==> src/rtl/ta_ldd_cmd_seq.sv <==
// LDD command initiator: turns one pulse-train request into open/close strobes for the LDD receiver.
// Latency: com_open is 1 cycle after accept; the pulse period is 1+on+off cycles; done comes 1 cycle after the last ON, CLOSE or aborted GAP.
// Backpressure: req_ready is high only in IDLE, so a request waits until the current train has fully finished.
module ta_ldd_cmd_seq #(
   parameter int TOP0_0 = 3,
   parameter int LDD0_0 = 32,
   parameter int REP_W  = 16
) (
   input  logic              clk200,
   input  logic              rst,
   input  logic              req_valid,
   output logic              req_ready,
   input  logic [TOP0_0-1:0] req_wdis,
   input  logic [LDD0_0-1:0] req_on,
   input  logic [LDD0_0-1:0] req_off,
   input  logic [REP_W-1:0]  req_rep,
   input  logic              abort,
   output logic [TOP0_0-1:0] com_wdis,
   output logic [LDD0_0-1:0] com_plus,
   output logic              com_open,
   output logic              com_close,
   output logic              busy,
   output logic              done,
   output logic [REP_W-1:0]  pulse_cnt
);

   typedef enum logic [2:0] {
      S_IDLE  = 3'd0,
      S_OPEN  = 3'd1,
      S_ON    = 3'd2,
      S_GAP   = 3'd3,
      S_CLOSE = 3'd4,
      S_DONE  = 3'd5
   } state_t;

   state_t            state;
   state_t            state_nxt;
   logic [LDD0_0-1:0] on_cnt;
   logic [LDD0_0-1:0] off_cnt;
   logic [LDD0_0-1:0] off_len;
   logic [REP_W-1:0]  rep_len;
   logic              accept;
   logic              on_last;
   logic              rep_hit;

   // com_plus holds the latched on-width for the whole train, so it also
   // serves as the reload value for the ON counter.
   assign req_ready = (state == S_IDLE);
   assign accept    = req_valid && req_ready;
   assign on_last   = (on_cnt == LDD0_0'(1));
   assign rep_hit   = (rep_len != '0) && ((pulse_cnt + REP_W'(1)) == rep_len);

   // Next-state selection; abort always takes priority over counter expiry.
   always_comb begin
      state_nxt = state;
      case (state)
         S_IDLE: begin
            if (accept) state_nxt = S_OPEN;
         end
         S_OPEN: begin
            state_nxt = abort ? S_CLOSE : S_ON;
         end
         S_ON: begin
            if (abort) begin
               state_nxt = S_CLOSE;
            end else if (com_plus != '0 && on_last) begin
               if (rep_hit)              state_nxt = S_DONE;
               else if (off_len == '0)   state_nxt = S_OPEN;
               else                      state_nxt = S_GAP;
            end
         end
         S_GAP: begin
            // The receiver is already off in the gap, so an abort needs no close.
            if (abort)                          state_nxt = S_DONE;
            else if (off_cnt == LDD0_0'(1))     state_nxt = S_OPEN;
         end
         S_CLOSE: state_nxt = S_DONE;
         S_DONE:  state_nxt = S_IDLE;
         default: state_nxt = S_IDLE;
      endcase
   end

   // State, counters and registered Moore outputs decoded from the next state.
   always_ff @(posedge clk200) begin
      if (rst) begin
         state     <= S_IDLE;
         on_cnt    <= '0;
         off_cnt   <= '0;
         off_len   <= '0;
         rep_len   <= '0;
         com_wdis  <= '0;
         com_plus  <= '0;
         com_open  <= 1'b0;
         com_close <= 1'b0;
         busy      <= 1'b0;
         done      <= 1'b0;
         pulse_cnt <= '0;
      end else begin
         state     <= state_nxt;
         com_open  <= (state_nxt == S_OPEN);
         com_close <= (state_nxt == S_CLOSE);
         done      <= (state_nxt == S_DONE);
         busy      <= (state_nxt != S_IDLE);

         if (accept) begin
            com_wdis  <= req_wdis;
            com_plus  <= req_on;
            off_len   <= req_off;
            rep_len   <= req_rep;
            pulse_cnt <= '0;
         end else if (state_nxt == S_IDLE) begin
            com_wdis <= '0;
            com_plus <= '0;
         end

         case (state)
            S_OPEN: begin
               on_cnt <= com_plus;
            end
            S_ON: begin
               if (!abort && com_plus != '0) begin
                  on_cnt <= on_cnt - LDD0_0'(1);
                  if (on_last) pulse_cnt <= pulse_cnt + REP_W'(1);
               end
            end
            S_GAP: begin
               off_cnt <= off_cnt - LDD0_0'(1);
            end
            default: ;
         endcase

         if (state_nxt == S_GAP && state != S_GAP) off_cnt <= off_len;
      end
   end

endmodule

==> config.mk <==
export PLATFORM = sky130hd
export DESIGN_NAME = ta_ldd_cmd_seq
export DESIGN_NICKNAME = d
export VERILOG_FILES = /design/src/rtl/ta_ldd_cmd_seq.sv
export SDC_FILE = /design/constraint.sdc
export NUM_CORES = 1
export LEC_CHECK = 0
export CORE_UTILIZATION = 48
export CTS_BUF_LIST = sky130_fd_sc_hd__clkbuf_2 sky130_fd_sc_hd__clkbuf_4 sky130_fd_sc_hd__clkbuf_8
export DETAILED_ROUTE_END_ITERATION = 8
export DONT_BUFFER_PORTS = 1
export GPL_ROUTABILITY_DRIVEN = 0
export GPL_TIMING_DRIVEN = 0
export PLACE_DENSITY = 0.69
export SYNTH_ARGS = -nofsm -noshare
export SYNTH_HDL_FRONTEND = slang
export SYNTH_SLANG_ARGS = --single-unit
==> constraint.sdc <==
create_clock -name clk200 -period 3.25 [get_ports clk200]
set_clock_uncertainty 0.15 [all_clocks]
set_input_delay 0.325 -clock clk200 [delete_from_list [all_inputs] [get_ports clk200]]
set_output_delay 0.325 -clock clk200 [all_outputs]
set_load 0.01 [all_outputs]
# == After elaboration in Yosys (flattened, before gate mapping) ==
# Index checks and enable logic that the tools add are counted.
# word_totals
output_inout_bits,56
mem_bits_rw,0
ff_bits,170
latchBits,0
elab_cells,65
inputBits,87
rom_bits,0
n_memories,0
# op_classes
n_eq_ne,13
add_sub_neg,3
reduce_logical,16
div_mod_pow,0
magnitude_cmp,0
n_bitwise,0
muxes,21
shifts,0
multipliers,0
# ops
cell,count
$mux 32,5
$eq 32x1->1 const B,2
$mux 16,4
$pmux 32 s2,1
$sub 32x1->32 const B,2
$logic_not 32->1,1
$reduce_bool 32->1,1
$mux 3,9
$add 16x1->16 const B,1
$eq 16x16->1,1
$reduce_bool 16->1,1
$pmux 3 s5,1
$eq 3x2->1 const B,3
$eq 3x3->1 const B,3
$eq 3x1->1 const B,2
$logic_not 3->1,2
$reduce_bool 2->1,3
$logic_and 1x1->1,5
$ne 3x2->1 const B,1
$reduce_bool 3->1,1
$mux 2,1
$ne 2x2->1 const B,1
$reduce_and 2->1,1
$logic_not 1->1,1

# == Longest topological paths before layout ==
# depth
word_depth,10
depth_mapped,12
mapped_depth_nobuf,10

# == Worst setup path after synthesis ==
# No wires, ideal clock.
# synth_timing
kind,register to register
from,register pulse_cnt[0]
to,register com_plus[10]
arrival_ns,2.907
path_buffers,1
stages_incl_launch_ff,11
setup_slack_ns,0.077
cell_sequence,dfxtp_1 ha_1 nand3_1 nor4_4 xnor2_1 a2111o_1 or4_4 a21oi_4 a311oi_4 buf_6 a22o_1
# synth_via
elab_chain_cells,9
# synth_rtl
element,line_no,source
"start, declared",24,output logic [REP_W-1:0] pulse_cnt
"start signal, assigned",123,if (on_last) pulse_cnt <= pulse_cnt + REP_W'(1);
$add 16x1->16,51,assign rep_hit = (rep_len != '0) && ((pulse_cnt + REP_W'(1)) == rep_len);
$eq 16x16->1,51,
$logic_and 1x1->1,51,
$mux 3,67,if (rep_hit) state_nxt = S_DONE;
$mux 3,66,end else if (com_plus != '0 && on_last) begin
$mux 3,64,if (abort) begin
$pmux 3 s5,56,case (state)
$logic_not 3->1,111,end else if (state_nxt == S_IDLE) begin
$reduce_bool 2->1 (no source line),-,
"end signal, assigned",107,com_plus <= req_on;
"end, declared",19,"output logic [LDD0_0-1:0] com_plus,"
# Every way passes these cells.
# A chain may end at the register's enable or synchronous reset.

# == Worst setup path after layout ==
# layout_timing
from,register on_cnt[4]
to,register com_plus[10]
# layout_via
elab_chain_cells,7
# layout_rtl
element,line_no,source
"start, declared",38,logic [LDD0_0-1:0] on_cnt;
"start signal, assigned",118,on_cnt <= com_plus;
"start signal, assigned",122,on_cnt <= on_cnt - LDD0_0'(1);
$eq 32x1->1,50,assign on_last = (on_cnt == LDD0_0'(1));
$logic_and 1x1->1,66,
$mux 3,66,
$mux 3,64,
$pmux 3 s5,56,
$logic_not 3->1,111,
$reduce_bool 2->1 (no source line),-,
# Every way passes these cells.

==> results.cfg <==
[status]
status = complete, but fails checks
violations = negative setup slack

[clock_tree]
clk_pin_slew_worst_paths_ns = 0.08
cts.path.max_buffers = 2
cts.sinks = 170
cts_root_buf = clkbuf_8
cts_made_buffers = 17
htreeDepth = 4
clock_latency_ns = 0.48
cts_tree = done

[logic_synthesis]
synth-seq-cells = 170
synth_edf_count = 0
ys_types = 76
synth_area_leaders = dfxtp_1, nand2_1, a21oi_1
synthesis.area_mm2 = 0.00849
synth_top_area_share_pct = 40.1
yosys_warnings = 0
syn_avg_cell_area_um2 = 7.92
synthCells = 1072
synth_fp_nets = 1164
ys_seq_area_share_pct = 40.1
ys_async_sr_fraction_pct = 0
synthFlopType = dfxtp_1
yosys.area.top_type = dfxtp_1

[die]
num_rows = 48
die_width_um = 135
die_area_mm2 = 0.0182
core_mm2 = 0.0173
io_pins = 143
die_y_um = 135
initial_utilization_pct = 49.1

[grt]
grt_overflow_total = 0
grt_pass1_wl_um = 44000
antenna_found_initial = 2
grt_usage_pct = 31.1
grt_max_degree = 17
grt_pass1_vias = 8365

[timing]
hold_viol_final = 0
post-route-min-period_ns = 3.28
fmax_mhz = 305
setup_ws_ns = -0.0317
rsz0062_at_grt = yes
setup_tns_ns = -0.375
tightest_slew_ns = 1.16
timing.slew.headroom_pct = 22.2
drv_slew = 0
period_share_pct = 101
hold_ws_ns = 0.158
finalSetupViolations = 33

[power_and_ir_drop]
pwr_density_cell_mw_per_mm2 = 508
p_leak_uw = 0.00390
ir_drop_mv = 0.377

[finish]
utilization_pct = 62.3
final_area_mm2 = 0.0108
fin_nets = 1290
seqCellArea_mm2 = 0.00343
multi_input_area_mm2 = 0.00494
area_growth_pct = 26.9
fill_cells = 1443
drive_gt1_share_pct = 12.8

[detailed_routing]
dr.pass1.iters = 7
drc_errors = 0
postRouteAntennaNets = 0
vias_per_cell = 6.23
drt_iter0_markers = 878
vias = 8956
avgRoutedWirePerCell_um = 19.8
routed_wirelength_um = 28500

[worst_setup_path]
worst-path-stages = 10
cp_slowest_cell = nor4_2
cp-end-kind = register
critPathBufInv = 2
required_ns = 3.47
cp-start-kind = register
cp_cell_sequence = nor4_2 -> and4_1 -> o211ai_2 -> nand4b_4 -> or4_4 -> a21oi_4 -> a311oi_4 -> buf_12 -> buf_16 -> a22o_1
cpLargestDelayFamily = simple AND/OR/NAND/NOR gates
max_stage_delay_ns = 0.55
critPathMaxFanout = 8
r2r_cells = 10
path_class = register to register
worst_ep_arrival_time_ns = 3.50

[run]
maxCapViolCount = 0

[worst_hold_path]
whs_path_depth = 4
hold_path.class = primary input to register

[place]
dp_slack_ns = -0.519
dpl_cell_area_mm2 = 0.00878
io_buffers = 0
hpwl_um = 18500
Yosys cell counts, drive strengths merged, types with 9 or more instances:
cell,number
nand2b,12
buf,16
a22oi,14
inv,27
clkbuf,59
o22ai,30
a31oi,10
a211oi,13
or4,12
nand3,19
nor2,83
nand4,16
a221oi,15
or3,12
xnor2,20
nand2,180
a22o,36
nor3,22
nor4,42
dfxtp,170
xor2,9
a21oi,104
o21ai,59
kinds of logic (layout without fill, tap and decap cells):
logic type / count (synthesis) / in the layout / synth area share [%]
and+or+nand+nor: 443 / 443 / 26.0
AOI/OAI and AO/OA: 318 / 318 / 24.5
DFF: 170 / 170 / 40.1
buffers and inverters: 102 / 240 / 4.90
xor gates and xnor gates: 29 / 29 / 3.21
adders and majority gates: 5 / 5 / 0.736
muxes: 5 / 5 / 0.604
other: 0 / 2 / 0
worst register-to-register path, delay by kind of cell (launching register included):
family	cells	cell delay, ns
flops	1	0.37
simple gates	4	1.65
buf+inv	2	0.34
compound gates	4	0.67
layer usage:
| metal | vias to the layer above | GRT usage (%) | part of all wire (%) | wire length [um] |
|---|---|---|---|---|
| met3 | 64 | 8.63 | 9.5 | 2700 |
| li1 | 4185 | - | - | - |
| met1 | 4206 | 39.6 | 42 | 11800 |
| met5 | - | 0 | 0 | 0 |
| met4 | 0 | 11.5 | 2.8 | 794 |
| met2 | 501 | 50.0 | 46 | 13200 |
metrics by stage:
| stage | total power, uW | instances |
|---|---|---|
| floorplan | 3140 | 1072 |
| global placement | 3410 | 1297 |
| detailed placement | 3420 | 1297 |
| CTS | 5390 | 1426 |
| global route | 5710 | 1437 |
| finish | 5480 | 1437 |
final cells by class:
type	count	area share (%)
buffer	72	3.63
antenna	2	0.0464
clock inverter	13	2.22
clock buffer	18	2.24
multi-input combinational	800	45.8
timing repair buffer	110	10.7
inverter	27	0.940
sequential	170	31.8
tap	225	2.61
sequential cells by signal (all words and copies together), names as in the netlist, 3 cells and up:
register and count:
com_wdis 3, off_cnt 32, state 3, pulse_cnt 16, on_cnt 32, com_plus 32, rep_len 16, off_len 32
final timing paths:
check,from,endpoint,slack (ns)
worst max-delay path,on_cnt[4]$_SDFFE_PP0P_,com_plus[10]$_SDFFE_PP0P_,-0.03
worst min-delay path,abort,state[1]$_SDFF_PP0_,0.16
worst min register to register,off_cnt[10]$_SDFFE_PP0P_,off_cnt[10]$_SDFFE_PP0P_,0.32
worst max register to register,on_cnt[4]$_SDFFE_PP0P_,com_plus[10]$_SDFFE_PP0P_,-0.03
power breakdown:
part / switching (uW) / total [uW] / internal (uW)
Clock: 833 / 1840 / 1010
Sequential: 172 / 2380 / 2210
Combinational: 735 / 1250 / 520
Total: 1740 / 5480 / 3740
cell usage in the layout, fill, tap and decap left out, types with 7 or more instances in the layout:
master | netlist | final
a211oi_1 | 13 | 13
a21oi_1 | 103 | 103
a221oi_1 | 15 | 13
a22o_1 | 36 | 36
a22oi_1 | 14 | 12
a31oi_1 | 10 | 10
and2_1 | 7 | 7
buf_4 | 0 | 21
clkbuf_1 | 59 | 51
clkbuf_8 | 0 | 18
dfxtp_1 | 170 | 155
dfxtp_2 | 0 | 12
dlygate4sd3_1 | 0 | 84
inv_1 | 27 | 27
nand2_1 | 180 | 180
nand2b_1 | 12 | 11
nand3_1 | 18 | 17
nand3b_1 | 8 | 8
nand4_1 | 15 | 15
nor2_1 | 83 | 82
nor3_1 | 22 | 17
nor4_1 | 40 | 34
o21ai_0 | 45 | 45
o21ai_2 | 1 | 8
o22ai_1 | 30 | 22
o22ai_2 | 0 | 8
or3_1 | 11 | 11
or4_1 | 9 | 9
xnor2_1 | 19 | 19
xor2_1 | 9 | 9
what timing repair did:
| action | CTS | global route |
|---|---|---|
| buffers inserted | 12 | 9 |
| cloned | 3 | 2 |
| pin swaps | 38 | 20 |
| hold buffers | 84 | 0 |
| endpoints found under the setup margin | 82 | 82 |
| gates resized for setup | 46 | 64 |
| hold endpoints to repair | 84 | 0 |
(Power assumes the default switching activity.)
